[src/rtl/boot_word_deserializer_pkg.sv]
// Shared bootloader definitions: load-window state encoding and default geometry.
package boot_word_deserializer_pkg;

  typedef enum logic [1:0] {
    ST_IDLE = 2'd0,
    ST_RECV = 2'd1,
    ST_FULL = 2'd2
  } boot_state_e;

  localparam int unsigned BOOT_DATA_WIDTH      = 32;
  localparam int unsigned BOOT_ADDR_WIDTH      = 12;
  localparam int unsigned BOOT_TIMEOUT_CYCLES  = 50000;

endpackage

[src/rtl/boot_word_deserializer_sync_edge_detect.sv]
// Multi-flop synchroniser with a rising-edge pulse on the synchronised level.
module sync_edge_detect #(
  parameter int unsigned SYNC_STAGES = 2
) (
  input  logic clk_i,
  input  logic rst_i,
  input  logic d_i,
  output logic level_o,
  output logic rise_o
);

  logic [SYNC_STAGES-1:0] sync_q;
  logic                   prev_q;

  always_ff @(posedge clk_i or posedge rst_i) begin
    if (rst_i) begin
      sync_q <= '0;
      prev_q <= 1'b0;
    end else begin
      sync_q <= {sync_q[SYNC_STAGES-2:0], d_i};
      prev_q <= sync_q[SYNC_STAGES-1];
    end
  end

  assign level_o = sync_q[SYNC_STAGES-1];
  assign rise_o  = sync_q[SYNC_STAGES-1] & ~prev_q;

endmodule

[src/rtl/boot_word_deserializer.sv]
// Serial bootloader front end: assembles MSB-first words and drives the ROM write port.
module boot_word_deserializer
  import boot_word_deserializer_pkg::*;
#(
  parameter int unsigned ADDR_WIDTH     = BOOT_ADDR_WIDTH,
  parameter int unsigned DATA_WIDTH     = BOOT_DATA_WIDTH,
  parameter int unsigned SYNC_STAGES    = 2,
  parameter int unsigned TIMEOUT_CYCLES = BOOT_TIMEOUT_CYCLES
) (
  input  logic                  clk,
  input  logic                  reset,
  input  logic                  enable,
  input  logic                  ser_clk,
  input  logic                  ser_data,
  output logic                  wr_en,
  output logic [ADDR_WIDTH-1:0] wr_addr,
  output logic [DATA_WIDTH-1:0] wr_data,
  output logic [ADDR_WIDTH:0]   words_loaded,
  output logic                  busy,
  output logic                  timeout_err,
  output logic                  overflow
);

  localparam int unsigned CNT_W  = $clog2(DATA_WIDTH + 1);
  localparam int unsigned IDLE_W = $clog2(TIMEOUT_CYCLES + 1);
  localparam logic [ADDR_WIDTH:0] CAPACITY = {1'b1, {ADDR_WIDTH{1'b0}}};

  boot_state_e           state_q, state_d;
  logic [DATA_WIDTH-1:0] shift_q, shift_d;
  logic [CNT_W-1:0]      bit_cnt_q, bit_cnt_d;
  logic [IDLE_W-1:0]     idle_q, idle_d;
  logic                  wr_en_q, wr_en_d;
  logic [ADDR_WIDTH-1:0] wr_addr_q, wr_addr_d;
  logic [DATA_WIDTH-1:0] wr_data_q, wr_data_d;
  logic [ADDR_WIDTH:0]   words_q, words_d;
  logic                  tout_q, tout_d;
  logic                  ovf_q, ovf_d;

  logic                  ser_rise, ser_bit;
  logic                  unused_clk_level, unused_data_rise;
  logic                  word_done;
  logic [ADDR_WIDTH:0]   words_inc;

  // Both pins share the same synchroniser depth so data lines up with the detected edge.
  sync_edge_detect #(.SYNC_STAGES(SYNC_STAGES)) u_sync_clk (
    .clk_i   (clk),
    .rst_i   (reset),
    .d_i     (ser_clk),
    .level_o (unused_clk_level),
    .rise_o  (ser_rise)
  );

  sync_edge_detect #(.SYNC_STAGES(SYNC_STAGES)) u_sync_data (
    .clk_i   (clk),
    .rst_i   (reset),
    .d_i     (ser_data),
    .level_o (ser_bit),
    .rise_o  (unused_data_rise)
  );

  assign word_done = (bit_cnt_q == CNT_W'(DATA_WIDTH));
  assign words_inc = words_q + 1'b1;

  always_comb begin
    state_d   = state_q;
    shift_d   = shift_q;
    bit_cnt_d = bit_cnt_q;
    idle_d    = idle_q;
    wr_en_d   = 1'b0;
    wr_addr_d = wr_addr_q;
    wr_data_d = wr_data_q;
    words_d   = words_q;
    tout_d    = tout_q;
    ovf_d     = ovf_q;

    // Retire the write strobed last cycle; the address saturates at the last slot.
    if (wr_en_q) begin
      words_d = words_inc;
      if (words_inc != CAPACITY) begin
        wr_addr_d = wr_addr_q + 1'b1;
      end
    end

    unique case (state_q)
      ST_IDLE: begin
        bit_cnt_d = '0;
        idle_d    = '0;
        if (enable) begin
          words_d   = '0;
          wr_addr_d = '0;
          tout_d    = 1'b0;
          ovf_d     = 1'b0;
          state_d   = ST_RECV;
        end
      end

      ST_RECV: begin
        if (!enable) begin
          state_d   = ST_IDLE;
          bit_cnt_d = '0;
          idle_d    = '0;
        end else if (wr_en_q && (words_inc == CAPACITY)) begin
          state_d   = ST_FULL;
          bit_cnt_d = '0;
          idle_d    = '0;
        end else begin
          if (ser_rise) begin
            shift_d   = {shift_q[DATA_WIDTH-2:0], ser_bit};
            bit_cnt_d = word_done ? CNT_W'(1) : bit_cnt_q + 1'b1;
            idle_d    = '0;
          end else if (word_done) begin
            bit_cnt_d = '0;
            idle_d    = '0;
          end else if (bit_cnt_q != '0) begin
            if (idle_q == IDLE_W'(TIMEOUT_CYCLES - 1)) begin
              bit_cnt_d = '0;
              idle_d    = '0;
              tout_d    = 1'b1;
            end else begin
              idle_d = idle_q + 1'b1;
            end
          end else begin
            idle_d = '0;
          end

          if (word_done) begin
            wr_en_d   = 1'b1;
            wr_data_d = shift_q;
          end
        end
      end

      ST_FULL: begin
        bit_cnt_d = '0;
        idle_d    = '0;
        if (!enable) begin
          state_d = ST_IDLE;
        end else if (ser_rise) begin
          ovf_d = 1'b1;
        end
      end

      default: state_d = ST_IDLE;
    endcase
  end

  always_ff @(posedge clk or posedge reset) begin
    if (reset) begin
      state_q   <= ST_IDLE;
      shift_q   <= '0;
      bit_cnt_q <= '0;
      idle_q    <= '0;
      wr_en_q   <= 1'b0;
      wr_addr_q <= '0;
      wr_data_q <= '0;
      words_q   <= '0;
      tout_q    <= 1'b0;
      ovf_q     <= 1'b0;
    end else begin
      state_q   <= state_d;
      shift_q   <= shift_d;
      bit_cnt_q <= bit_cnt_d;
      idle_q    <= idle_d;
      wr_en_q   <= wr_en_d;
      wr_addr_q <= wr_addr_d;
      wr_data_q <= wr_data_d;
      words_q   <= words_d;
      tout_q    <= tout_d;
      ovf_q     <= ovf_d;
    end
  end

  assign wr_en        = wr_en_q;
  assign wr_addr      = wr_addr_q;
  assign wr_data      = wr_data_q;
  assign words_loaded = words_q;
  assign busy         = (bit_cnt_q != '0);
  assign timeout_err  = tout_q;
  assign overflow     = ovf_q;

endmodule

[config.mk]
export PLATFORM = sky130hd
export DESIGN_NAME = boot_word_deserializer
export DESIGN_NICKNAME = d
export VERILOG_FILES = /design/src/rtl/boot_word_deserializer_pkg.sv /design/src/rtl/boot_word_deserializer_sync_edge_detect.sv /design/src/rtl/boot_word_deserializer.sv
export SDC_FILE = /design/constraint.sdc
export NUM_CORES = 1
export LEC_CHECK = 0
export CORE_ASPECT_RATIO = 1.4
export CORE_MARGIN = 2
export CORE_UTILIZATION = 52
export CTS_BUF_LIST = sky130_fd_sc_hd__clkbuf_8
export CTS_CLUSTER_DIAMETER = 40
export DETAILED_ROUTE_END_ITERATION = 10
export PLACE_DENSITY = 0.78
export REMOVE_ABC_BUFFERS = 1
export SYNTH_ARGS = -nofsm -noshare
export SYNTH_HDL_FRONTEND = slang
export SYNTH_HIERARCHICAL = 1
export SYNTH_SLANG_ARGS = --single-unit
[constraint.sdc]
create_clock -name clk -period 4.5 [get_ports clk]
set_input_delay 1.35 -clock clk [delete_from_list [all_inputs] [get_ports clk]]
set_output_delay 1.35 -clock clk [all_outputs]
set_load 0.1 [all_outputs]
After elaboration in Yosys (flattened, before gate mapping)

Cells that the tools add are included.

Output and inout port bits: 61
Flip-flop bits (word level): 121
Word-level logic and storage cells: 94

Eq/ne operators: 19
Bitwise logic cells: 3
Mux-type cells: 42
Add/sub/neg operators: 4
Reductions and logical operators: 13

Operators with widths:

| operator                                                        | number |
|---|---|
| 16-bit two-way mux                                              | 6 |
| 12-bit two-way mux                                              | 4 |
| 6-bit two-way mux                                               | 7 |
| 13-bit two-way mux                                              | 3 |
| 16-bit one-hot mux with 2 select lines                          | 1 |
| 2-bit inequality test, second input constant                    | 10 |
| 16-bit by 1-bit adder with 16-bit output, second input constant | 1 |
| 16-bit == test, second input constant                           | 1 |
| 13-bit by 1-bit adder with 13-bit output, second input constant | 1 |
| 13-bit == test, second input constant                           | 1 |
| 1-bit two-way mux                                               | 13 |
| 13-bit inequality test, second input constant                   | 1 |
| 12-bit by 1-bit adder with 12-bit output, second input constant | 1 |
| 6-bit inequality test, second input constant                    | 2 |
| 6-bit one-hot mux with 2 select lines                           | 1 |
| 4-bit AND reduction                                             | 3 |
| 2-bit two-way mux                                               | 4 |
| 8-bit AND reduction                                             | 1 |
| 6-bit by 1-bit adder with 6-bit output, second input constant   | 1 |
| 6-bit == test, second input constant                            | 1 |
| 2-bit one-hot mux with 3 select lines                           | 1 |
| 3-bit AND reduction                                             | 2 |
| 2-bit nonzero test                                              | 3 |
| 6-bit nonzero test                                              | 1 |
| 9 further kinds                                                 | 11 |

Depth between registers and ports, before layout

Depth in word-level cells: 8
Depth in mapped cells: 9
Mapped depth without buffers: 8

Cells and area by module

Netlist, hierarchy kept.

Modules (own cells, without submodules):

| module                 | times used | seq. area each (µm²) | cells an instance | area an instance (µm²) |
|---|---|---|---|---|
| boot_word_deserializer | 1          | 2902.8               | 434               | 5327.6 |
| sync_edge_detect       | 2          | 75.1                 | 5                 | 92.6 |

Worst setup path after synthesis

No wires, ideal clock.

Path kind: reg2reg
Start: register words_q[0], in the netlist words_loaded[0]
End: register wr_data_q[10], in the netlist wr_data[10]
Setup slack: 1.283 ns
Arrival: 3.091 ns
Data required time: 4.375 ns
Path buffers: 1
Setup time: 0.125 ns
Stages on the path, launching flop included: 9
Cells stage by stage: dfrtp_1 -> ha_1 -> nand2_1 -> xnor2_1 -> a31oi_1 -> nor3_1 -> nor4_2 -> buf_2 -> mux2_2

Word-level cells in the longest chain between the ends: 5

RTL lines:

| what                                     | RTL line                      | RTL |
|---|---|---|
| start, declared                          | boot_word_deserializer.sv:35  | `logic [ADDR_WIDTH:0] words_q, words_d;` |
| start signal, assigned                   | boot_word_deserializer.sv:167 | `words_q <= words_d;` |
| 13-bit by 1-bit adder with 13-bit output | boot_word_deserializer.sv:62  | `assign words_inc = words_q + 1'b1;` |
| 13-bit == test                           | boot_word_deserializer.sv:102 | `end else if (wr_en_q && (words_inc == CAPACITY)) begin` |
| 1-bit logical AND                        | boot_word_deserializer.sv:102 |  |
| 1-bit inverter (no source line)          | --                            |  |
| 4-bit AND reduction (no source line)     | --                            |  |
| end signal, assigned                     | boot_word_deserializer.sv:166 | `wr_data_q <= wr_data_d;` |
| end, declared                            | boot_word_deserializer.sv:34  | `logic [DATA_WIDTH-1:0] wr_data_q, wr_data_d;` |

Every way passes these cells.
A chain may end at the register's enable or synchronous reset.

Worst setup path in the final report

Start: register wr_en_q, in the netlist wr_en
End: output port wr_en

RTL lines:

| what                   | RTL line                      | RTL |
|---|---|---|
| start, declared        | boot_word_deserializer.sv:32  | `logic wr_en_q, wr_en_d;` |
| start signal, assigned | boot_word_deserializer.sv:164 | `wr_en_q <= wr_en_d;` |
| end, declared          | boot_word_deserializer.sv:15  | `output logic wr_en,` |

No word-level cell between the ends.

==> results.toml <==
[worst_setup_path]
critPathBufInv = 1
r2r_cells = 9
crit_fanout = 12
end_kind = "primary output"
path_delay_family = "buffers and inverters"
r2r_start = "words_loaded[0]"
path_cells = "clkdlybuf4s50_1"
required_ps = 3150
cp.depth = 1
max_stage_delay_ps = 1220
critPathKind = "register to primary output"
crit_path_top_delay_cell = "clkdlybuf4s50_1"
start_kind = "register"
critPathCapture = "wr_en"
r2r_setup_slack_ps = 1350
crit_start = "wr_en"
critPathArrivalTime_ps = 2230
r2r_end = "shift_q[22]"

[timing]
report.final.slew_viol_count = 0
fin_ws_ps = 919
relSlewSlack_pct = 30.0
hold_violations = 0
tightest_slew_ps = 1050
setup_viol = 0
rsz0062_at_grt = "no"
skew_ps = 8.57
hold_slack_ps = 353
fmax_mhz = 279
post-route-period-util_pct = 79.6
period_needed_ps = 3580

[global_routing]
grt_overflow = 0
grt_use_total_pct = 19.2
grt_pass1_wl_um = 17600
grt_start_max_net_pins = 70
antenna_found_initial = 0
grt_pass1_vias = 3744

[placed_design]
placed_area_mm2 = 0.00626
portBuffers = 65
hpwl_um = 6970
place_worst_setup_slack_ps = 1040
place_congestion = 0.830

[finish]
nFillCells = 788
antenna_cells = 0
syn_to_final_growth_pct = 21.1
final_cell_mix = "dfrtp_1, clkdlybuf4s50_1, mux2_2"
final_common_cell = "dfrtp_1"
seqCellArea_mm2 = 0.00303
drive_above_1_share_pct = 19.2
fin_util_pct = 64.4
multi_input_comb_area_mm2 = 0.00232
finalNetCount = 525
fin_area_mm2 = 0.00663

[synth]
synth_area_mm2 = 0.00547
syn_avg_cell_area_um2 = 12.4
yosysWarnings = 6
netlist_instances = 442

[floorplan]
dieArea_mm2 = 0.0114
rows = 44
fp.coreArea_mm2 = 0.0103
die_h_um = 125
start_util_pct = 53.2
die_w_um = 90.7
ioPinCount = 66

[power_and_ir_drop]
max-vdd-ir-drop_mv = 0.231
p_per_area_mw_per_mm2 = 320
finalPower_mw = 2.12
power.leakage_nw = 3.14

[route]
drt-total-wl_um = 10300
drt_pass1_iterations = 4
drc = 0
via_per_inst = 5.59
ant_nets = 0
drtIter0Drc = 174
wl_per_cell_um = 15.5
via_count = 3709

[min_path]
hold_path_class = "register to register"

[cts]
cts_root_buf = "clkbuf_8"
cts_tree = "built"
hold_buffers = 0
cts_buffer_depth = 2
cts-resized-gates = 0
cts_max_level = 4
clkLatencyLatePin_ps = 430
post_cts.repair.setup_buffers = 0
cts.sinks = 121
cts_inserted_buffers = 17
clkTransAtPathRegs_ps = 60

[run_status]
status = "complete, no violations"

[job]
maxCapViolCount = 0
## layer usage
metal | vias up | GRT usage (%) | part of all wire (%)
li1 | 1736 | - | -
met1 | 1855 | 23.9 | 43
met2 | 99 | 30.9 | 50
met3 | 19 | 5.36 | 4.5
met4 | 0 | 9.41 | 2.2
met5 | - | 0 | 0
## where the power goes
| group | total [mW] | internal (mW) | leakage, nW | switching [mW] |
|---|---|---|---|---|
| logic | 0.0881 | 0.0367 | 1.27 | 0.0514 |
| clock network | 0.907 | 0.505 | 0.192 | 0.402 |
| registers | 1.12 | 1.11 | 1.67 | 0.0173 |
## worst min path at each step
stage                               from                    to  slack [ps]  cells after the start
detailed placement  u_sync_clk/sync_q[0]  u_sync_clk/sync_q[1]         340                      0
CTS                 u_sync_clk/sync_q[0]  u_sync_clk/sync_q[1]         350                      0
global route        u_sync_clk/sync_q[0]  u_sync_clk/sync_q[1]         370                      0
finish              u_sync_clk/sync_q[0]  u_sync_clk/sync_q[1]         350                      0
floorplan           u_sync_clk/sync_q[0]  u_sync_clk/sync_q[1]         330                      0
global placement    u_sync_clk/sync_q[0]  u_sync_clk/sync_q[1]         330                      0
## through the flow
stage          instances  TNS, ps
2_1_floorplan        426    -2.25
3_3_place_gp         634        0
3_5_place_dp         634        0
4_1_cts              663        0
5_1_grt              663        0
6_report             663        0
## final cells by class
cell class                      instances  share of cell area [%]
Tap cell                              138                    2.60
Clock buffer                           19                    3.94
Clock inverter                         10                    1.60
Multi-Input combinational cell        294                    35.0
Sequential cell                       121                    45.7
Inverter                               11                   0.660
Timing Repair Buffer                   70                    10.5
## flip-flops by register name, summed over array words and instances (netlist names)
signal              cells
u_sync_clk/sync_q       2
shift_q                32
wr_addr                12
u_sync_data/sync_q      2
u_sync_clk/prev_q       1
words_loaded           13
wr_data                32
state_q                 2
bit_cnt_q               6
wr_en                   1
overflow                1
idle_q                 16
timeout_err             1
No activity file was read; power rests on OpenSTA's default activity.
